--- src/rtl/tone_meter.sv ---
// ---------------------------------------------------------------------------
// tone_meter
//
// Receive-side partner of the tonegen speaker block. It measures the
// half-period of a square wave on an input pin and reports the tonegen
// divider that would produce that tone. A result of 0 means the input is
// silent.
//
// The CPU reads results the same way it reads the console. The result is
// held on rd_data, and a one-cycle rd_re pulse consumes it.
//
// Parameters
//   TIMEOUT      cycles without an input edge before the input is declared
//                silent. Must be >= 4.
//   MATCH_COUNT  consecutive identical half-period measurements needed
//                before a result is published. Must be >= 1.
//
// Ports
//   clk       system clock
//   resetn    asynchronous active-low reset
//   sig_in    asynchronous square-wave input from the pin
//   rd_re     one-cycle pulse that consumes the current result
//   rd_data   published divider value (0 = silent)
//   rd_valid  an unread result is present
//   silent    no valid tone is present
//   overrun   a result was overwritten before it was read
// ---------------------------------------------------------------------------
module tone_meter #(
    parameter int unsigned TIMEOUT     = 2000000,
    parameter int unsigned MATCH_COUNT = 2
) (
    input  logic        clk,
    input  logic        resetn,
    input  logic        sig_in,
    input  logic        rd_re,
    output logic [31:0] rd_data,
    output logic        rd_valid,
    output logic        silent,
    output logic        overrun
);

    typedef enum logic {
        IDLE,
        COUNT
    } state_t;

    localparam logic [31:0] TIMEOUT_C = 32'(TIMEOUT);
    localparam logic [31:0] MATCH_C   = 32'(MATCH_COUNT);

    logic        sync1;
    logic        sync2;
    logic        sync3;
    logic        pin_edge;

    state_t      state;
    state_t      state_next;
    logic [31:0] cnt;
    logic [31:0] cnt_next;
    logic [31:0] match;
    logic [31:0] match_next;
    logic [31:0] last_cand;
    logic [31:0] last_cand_next;
    logic [31:0] cand;

    logic        publish;
    logic        publish_timeout;
    logic [31:0] publish_value;

    // Pin synchronizer. The third flop only serves edge detection: a change
    // on either polarity is one tonegen half-period boundary. Every edge is
    // delayed by the same amount, so measured intervals are exact.
    always_ff @(posedge clk or negedge resetn) begin
        if (!resetn) begin
            sync1 <= 1'b0;
            sync2 <= 1'b0;
            sync3 <= 1'b0;
        end else begin
            sync1 <= sig_in;
            sync2 <= sync1;
            sync3 <= sync2;
        end
    end

    assign pin_edge = sync2 ^ sync3;

    // tonegen with divider D toggles every D+2 cycles. The candidate divider
    // is therefore the interval minus two. It is only used when the interval
    // is at least 2.
    assign cand = cnt - 32'd2;

    // Measurement state registers.
    always_ff @(posedge clk or negedge resetn) begin
        if (!resetn) begin
            state     <= IDLE;
            cnt       <= 32'd0;
            match     <= 32'd0;
            last_cand <= 32'd0;
        end else begin
            state     <= state_next;
            cnt       <= cnt_next;
            match     <= match_next;
            last_cand <= last_cand_next;
        end
    end

    // Next-state logic and the qualification of measurements.
    // A result is published only on the cycle where the match run first
    // reaches MATCH_COUNT, so a steady tone publishes exactly once.
    // An edge takes priority over the timeout check.
    always_comb begin
        state_next      = state;
        cnt_next        = cnt;
        match_next      = match;
        last_cand_next  = last_cand;
        publish         = 1'b0;
        publish_timeout = 1'b0;
        publish_value   = 32'd0;

        case (state)
            IDLE: begin
                if (pin_edge) begin
                    state_next = COUNT;
                    cnt_next   = 32'd1;
                end
            end

            COUNT: begin
                if (pin_edge) begin
                    cnt_next = 32'd1;
                    if (cnt < 32'd2) begin
                        // Glitch: the interval is too short to be a tonegen tone.
                        match_next = 32'd0;
                    end else if ((cand == last_cand) && (match != 32'd0)) begin
                        if (match >= MATCH_C) begin
                            match_next = MATCH_C;
                        end else begin
                            match_next = match + 32'd1;
                        end
                        if ((match != MATCH_C) && (match_next == MATCH_C)) begin
                            publish       = 1'b1;
                            publish_value = cand;
                        end
                    end else begin
                        last_cand_next = cand;
                        match_next     = 32'd1;
                        if (MATCH_C == 32'd1) begin
                            publish       = 1'b1;
                            publish_value = cand;
                        end
                    end
                end else if (cnt >= TIMEOUT_C) begin
                    state_next     = IDLE;
                    cnt_next       = 32'd0;
                    match_next     = 32'd0;
                    last_cand_next = 32'd0;
                    // Going silent is reported once. Later timeouts stay quiet.
                    if (!silent) begin
                        publish         = 1'b1;
                        publish_timeout = 1'b1;
                        publish_value   = 32'd0;
                    end
                end else begin
                    cnt_next = cnt + 32'd1;
                end
            end

            default: begin
                state_next = IDLE;
            end
        endcase
    end

    // CPU-facing result register.
    // A publish overrides a simultaneous rd_re: the new value is unread and
    // nothing was lost. An overrun is flagged only when an unread value is
    // replaced without being consumed.
    always_ff @(posedge clk or negedge resetn) begin
        if (!resetn) begin
            rd_data  <= 32'd0;
            rd_valid <= 1'b0;
            silent   <= 1'b1;
            overrun  <= 1'b0;
        end else if (publish) begin
            rd_data  <= publish_value;
            rd_valid <= 1'b1;
            silent   <= publish_timeout;
            overrun  <= rd_valid & ~rd_re;
        end else if (rd_re) begin
            rd_valid <= 1'b0;
            overrun  <= 1'b0;
        end
    end

endmodule

--- config.mk ---
export PLATFORM = sky130hd
export DESIGN_NAME = tone_meter
export DESIGN_NICKNAME = d
export VERILOG_FILES = /design/src/rtl/tone_meter.sv
export SDC_FILE = /design/constraint.sdc
export NUM_CORES = 1
export LEC_CHECK = 0
export BUFFER_PORTS_ARGS = -buffer_cell sky130_fd_sc_hd__clkbuf_2
export CORE_MARGIN = 5
export CORE_UTILIZATION = 45
export CTS_BUF_LIST = sky130_fd_sc_hd__clkbuf_8
export DETAILED_ROUTE_END_ITERATION = 16
export HOLD_SLACK_MARGIN = 0.03
export PLACE_DENSITY_LB_ADDON = 0.12
export SLEW_MARGIN = 5
export SYNTH_ARGS = -nofsm -noshare
export SYNTH_HDL_FRONTEND = slang
export SYNTH_SLANG_ARGS = --single-unit
export TNS_END_PERCENT = 10
--- constraint.sdc ---
create_clock -name clk -period 4.4 [get_ports clk]
set_input_delay 0.44 -clock clk [delete_from_list [all_inputs] [get_ports clk]]
set_output_delay 0.44 -clock clk [all_outputs]
set_load 0.005 [all_outputs]
==> impl_metrics.csv, run 1 <==
group,metric,value,unit
yosys,async_flop_share,100,%
die,die_h,140,um
critical_path,critPathRequiredTime,4740,ps
pwr,combPwrFrac,38.6,%
critical_path,cp_max_fo,68,
die,start_util,45.8,%
placement,numPortBuffers,38,
cts,clk_latency,460,ps
timing,fmax,242,MHz
finish,drive_gt1_share,14.7,%
yosys,syn_area,7600,sq um
critical_path,critical_path_class,"reg -> reg",
pwr,clockPowerShare,24.3,%
die,core_area,16600,sq um
pwr,p_int,2560,uW
yosys,syn_nets,845,
die,dieArea,19600,sq um
timing,skew,11.8,ps
finish,fillers,1605,
timing,finalHoldViolations,0,
grt,overflow,0,
run,drv_cap,0,
pwr,p_leak,0.00398,uW
critical_path,slowest_stage,"or4_1",
pwr,p_total,4370,uW
cts,cts_tree,"yes",
finish,n_antenna_cell,0,
critical_path,critical-path-top-delay-family,"simple AND/OR/NAND/NOR gates",
yosys,synth_cell_type_count,70,
cts,cts_buffer_depth,2,
yosys,avgSynthCellArea,9.11,sq um
routing,detail_route.first_pass.iterations,5,
timing,final.period_utilization,94.0,%
pwr,swShare,41.4,%
timing,finalSetupViolCount,0,
yosys,synthesis.yosys.warnings,0,
timing,slew_violations,0,
critical_path,start_kind,"flip-flop",
pwr,pwr-share-seq,37.1,%
worst_hold_path,hold_path_class,"in -> reg",
placement,dp_hpwl,17.0,mm
finish,multi_input_area,3900,sq um
critical_path,worstPathCellList,"or4_1, nor4_4, mux2i_1, o311ai_1, nor4_1, nand4_1, or4_2, buf_12, a41o_1",
placement,place_congestion,0.972,
yosys,synth_cells,834,
finish,seq_area,3380,sq um
grt,grt_util_all_layers,23.9,%
timing,worst_pin_slew,1120,ps
grt,grt_pass1_vias,6293,
finish,nNetsFinal,868,
cts,clkSinkCount,135,
routing,vias,6581,
cts,htree_levels,4,
routing,drc,0,
critical_path,critPathCaptureType,"flip-flop",
timing,rsz0062_at_grt,"false",
die,die_w,140,um
die,row_count,47,
grt,antenna_found_initial,0,
yosys,synth_seq_cells,135,
pwr,p_per_area,516,nW/um^2
routing,drt_wl_total,23.2,mm
cts,cts_buffers,17,
finish,syn2layout_area_growth,11.6,%
cts,cts.reportedPaths.clkPinSlew,90,ps
die,io_pins,39,
yosys,synth_ff_type,"dfrtp_1",
yosys,ys_seq_area_share,44.5,%
routing,drt_iter0_markers,497,
critical_path,slowest_delay,750,ps
grt,grt_pass1_wl,36.5,mm
critical_path,critical_path_buf_inv_count,1,
timing,slew_headroom,25.0,%
pwr,power.switching,1810,uW
run_status,status,"finished clean",
routing,routedWlPerCell,21.3,um
grt,grt_max_degree,109,
critical_path,critPathArrivalTime,4480,ps
timing,final.min_clock_period,4140,ps
routing,ant_nets,0,
timing,setup-tns-final,0,ps
yosys,synth_edf_count,0,
pwr,vdd_drop_max,0.222,mV
routing,viasPerCell,6.04,
cts,cts_root_buf,"clkbuf_8",
-- placed cells by master, fill, tap and decap left out, drive strengths merged, types with 6 or more instances in the layout --
cell type,count
dfrtp,134
o21ai,79
nand2,77
nor2,56
clkbuf,55
nand3,46
xnor2,34
o22ai,32
nor4,32
buf,31
and2,29
and3,25
inv,25
xor2,19
nor3,19
a21oi,18
nand4,17
or4,13
or3,10
nand2b,9
ha,7
nor3b,7
o31ai,6
nor2b,6
nand3b,6
or2,6
-- cell usage after synthesis, drive strengths merged, types with 7 or more instances --
cell    count  share of area (%)
and2       29                2.4
nand4      17                1.7
and3       25                2.1
nand2      77                3.8
or4        13                1.3
nand2b      9               0.74
ha          7                1.2
nor3b       7               0.69
nor3       19                1.4
inv        17               0.84
or3        10               0.82
xnor2      34                3.9
o21ai      79                5.2
buf        16                1.3
clkbuf     48                2.4
nand3      46                3.0
xor2       19                2.2
o22ai      32                2.6
dfrtp     134                 44
nor2       56                2.8
a21oi      18                1.2
nor4       32                3.5
-- sequential cells by signal, indices dropped and copies added, names as in the netlist --
name	flops
last_cand	32
silent	1
state	1
overrun	1
sync2	1
sync3	1
cnt	32
rd_data	32
match	32
sync1	1
rd_valid	1
-- per-layer routing --
metal  up-vias  global-route usage (%)  routed length, um
met5         -                       0                  0
met4         0                    7.65                515
met3        33                    5.15               1620
met2       225                    36.5              10600
met1      3253                    34.2              10400
li1       3070                       -                  -
-- power by group through the flow --
stage          sequential, uW  clock [uW]  combinational (uW)
2_1_floorplan            1560           0                1160
3_3_place_gp             1630           0                1650
3_5_place_dp             1630           0                1660
4_1_cts                  1610        1090                1670
5_1_grt                  1640        1140                1830
6_report                 1620        1060                1690
-- cells by family (layout without fill, tap and decap cells) --
logic type | Yosys count | count (layout) | synth area share, %
adders and majority gates | 7 | 7 | 1.15
AOI/OAI and AO/OA | 179 | 179 | 14.6
xor gates and xnor gates | 57 | 57 | 7.35
buffers and inverters | 81 | 117 | 4.51
and+or+nand+nor | 370 | 370 | 27.2
DFF | 135 | 135 | 44.5
muxes | 5 | 5 | 0.675
-- through the flow --
step	cells	hold slack (ps)	util, %	cell area (sq um)	setup slack, ps
final	1090	87.3	51.1	8480	264
after floorplan	834	144	-	7600	913
after global placement	1058	341	48.6	8060	316
after global routing	1090	64.5	51.1	8480	10.6
after detailed placement	1058	346	48.6	8060	262
after CTS	1090	60.8	51.0	8460	248
-- repair_timing --
action / 4_1_cts / 5_1_grt
resized for setup: 0 / 3
hold buffers: 0 / 0
endpoints found under the setup margin: 0 / 62
buffers inserted: 0 / 0
-- worst reg2reg max path, delay by kind of cell (launching register included) --
family                 cells  cell delay, ps
and+or+nand+nor            5            2460
buffers and inverters      1             220
muxes                      1             370
AOI/OAI and AO/OA          2             420
DFF                        1             560
-- path summary, 6_finish.rpt --
path / slack, ps / endpoint / depth (start not counted) / start
worst max-delay path: 260 / overrun / 9 / cnt[4]
worst min-delay path: 90 / sync1 / 1 / sig_in
worst max register to register: 260 / overrun / 9 / cnt[4]
worst min register to register: 370 / sync2 / 0 / sync1
max in group asynchronous: 3310 / cnt[2] / 2 / resetn
min in group asynchronous: 120 / rd_data[28] / 1 / resetn
-- cell type report --
type                       count  area share, %
inverter                      17          0.753
sequential                   135           39.9
tap                          220           3.25
timing repair buffer          68           5.42
clock inverter                14           1.83
multi-input combinational    618           46.0
clock buffer                  18           2.92
No activity file was read; power rests on OpenSTA's default activity.
==> run 2, diff against run 1 <==
Settings changed: REMOVE_ABC_BUFFERS from default to 1.
==> impl_metrics.csv, run 2 (synthesized netlist as in run 1, its figures left out) <==
group,metric,value,unit
finish,layout_commonest_cell,"dfrtp_1",
timing,finalHoldViolations,0,
die,row_count,47,
run,drv_cap,0,
cts,cts.reportedPaths.clkPinSlew,90,ps
pwr,p_leak,0.00403,uW
die,core_area,16600,sq um
routing,drt_wl_total,23.4,mm
finish,multi_input_area,3890,sq um
cts,cts_buffer_depth,2,
critical_path,critical_path_class,"reg -> reg",
placement,dp_hpwl,17.3,mm
cts,cts_hold_buf,0,
finish,syn2layout_area_growth,12.5,%
critical_path,r2r_slack,110,ps
critical_path,start_kind,"flip-flop",
cts,cts_buffers,17,
run_status,status,"finished clean",
finish,fin_cells,1105,
worst_hold_path,hold_path_class,"in -> async",
placement,numPortBuffers,38,
routing,drt_iter0_markers,474,
finish,fin_util,51.5,%
routing,drc,0,
routing,viasPerCell,5.92,
timing,fmax,233,MHz
routing,ant_nets,0,
critical_path,critPathArrivalTime,4640,ps
pwr,vdd_drop_max,0.196,mV
grt,grt_pass1_wl,37.2,mm
timing,slew_violations,0,
finish,nNetsFinal,883,
grt,grt_pass1_vias,6459,
timing,final.min_clock_period,4290,ps
critical_path,r2r_cells,9,
finish,drive_gt1_share,15.9,%
grt,grt_max_degree,102,
die,io_pins,39,
cts,cts_root_buf,"clkbuf_8",
finish,n_antenna_cell,0,
grt,antenna_found_initial,0,
timing,skew,15.0,ps
placement,dpl.cell_count,1070,
finish,final_cell_mix,"dfrtp_1, nand2_1, o21ai_0",
pwr,p_per_area,511,nW/um^2
timing,worst_pin_slew,1180,ps
critical_path,critPathRequiredTime,4750,ps
die,die_w,140,um
die,dieArea,19600,sq um
timing,finalSetupViolCount,0,
finish,fillers,1642,
critical_path,cp_max_fo,47,
cts,cts_tree,"yes",
grt,overflow,0,
cts,clkSinkCount,135,
timing,rsz0062_at_grt,"false",
critical_path,timing.rr.end,"overrun",
timing,slew_headroom,20.7,%
die,start_util,45.8,%
cts,htree_levels,4,
placement,place_congestion,0.976,
timing,final.period_utilization,97.4,%
finish,seq_area,3380,sq um
critical_path,critPathCaptureType,"flip-flop",
grt,grt_util_all_layers,24.3,%
cts,clk_latency,460,ps
critical_path,r2r_start,"cnt[16]",
routing,detail_route.first_pass.iterations,5,
routing,routedWlPerCell,21.1,um
routing,vias,6546,
die,die_h,140,um
==> run 2: routing by layer <==
layer	wire [um]	GRT usage [%]
met1	10700	34.1
met2	11200	39.7
met3	1050	3.82
met4	393	6.12
met5	0	0
==> run 2: per-stage QoR <==
stage	setup slack (ps)	TNS, ps	hold slack (ps)	total power, uW	cell area [sq um]
CTS	142	0	60.6	4360	8510
finish	115	0	74.1	4370	8540
detailed placement	162	0	342	3310	8120
global placement	156	0	339	3290	8120
global route	19.5	0	66.7	4610	8540
floorplan	-486	-13510	144	2700	7320
==> run 2: worst max-delay path, cell delays in order (launching register included) <==
cell	delay [ps]
dfrtp_1	410
nor4_4	710
nand4_2	410
o311ai_0	780
nand3b_1	130
nor4_1	350
nand4_1	180
or4_2	710
buf_12	210
a41o_1	250
==> run 2: cell type report <==
| type | instances | area share [%] |
|---|---|---|
| tap | 220 | 3.22 |
| timing repair buffer | 83 | 6.40 |
| inverter | 17 | 0.747 |
| clock inverter | 15 | 1.85 |
| sequential | 135 | 39.6 |
| clock buffer | 17 | 2.74 |
| multi-input combinational | 618 | 45.5 |
==> run 2: worst max path at each step <==
stage	start	endpoint	slack, ps	cells past startpoint
2_1_floorplan	cnt[3]	last_cand[0]	-490	8
3_3_place_gp	cnt[16]	overrun	160	9
3_5_place_dp	cnt[16]	overrun	160	9
4_1_cts	cnt[16]	overrun	140	9
5_1_grt	cnt[16]	rd_data[9]	20	10
6_report	cnt[16]	overrun	110	9
==> run 2: power breakdown <==
| part | total (uW) | switching [uW] | internal (uW) |
|---|---|---|---|
| sequential | 1610 | 210 | 1400 |
| combinational | 1730 | 1020 | 713 |
| clock | 1030 | 559 | 470 |
| total | 4370 | 1790 | 2580 |
==> run 2: timing repair <==
action                                 CTS  global route
setup endpoints to repair                0            48
resized for setup                        0             1
buffers inserted                         0             3
endpoints found under the hold margin    0             0
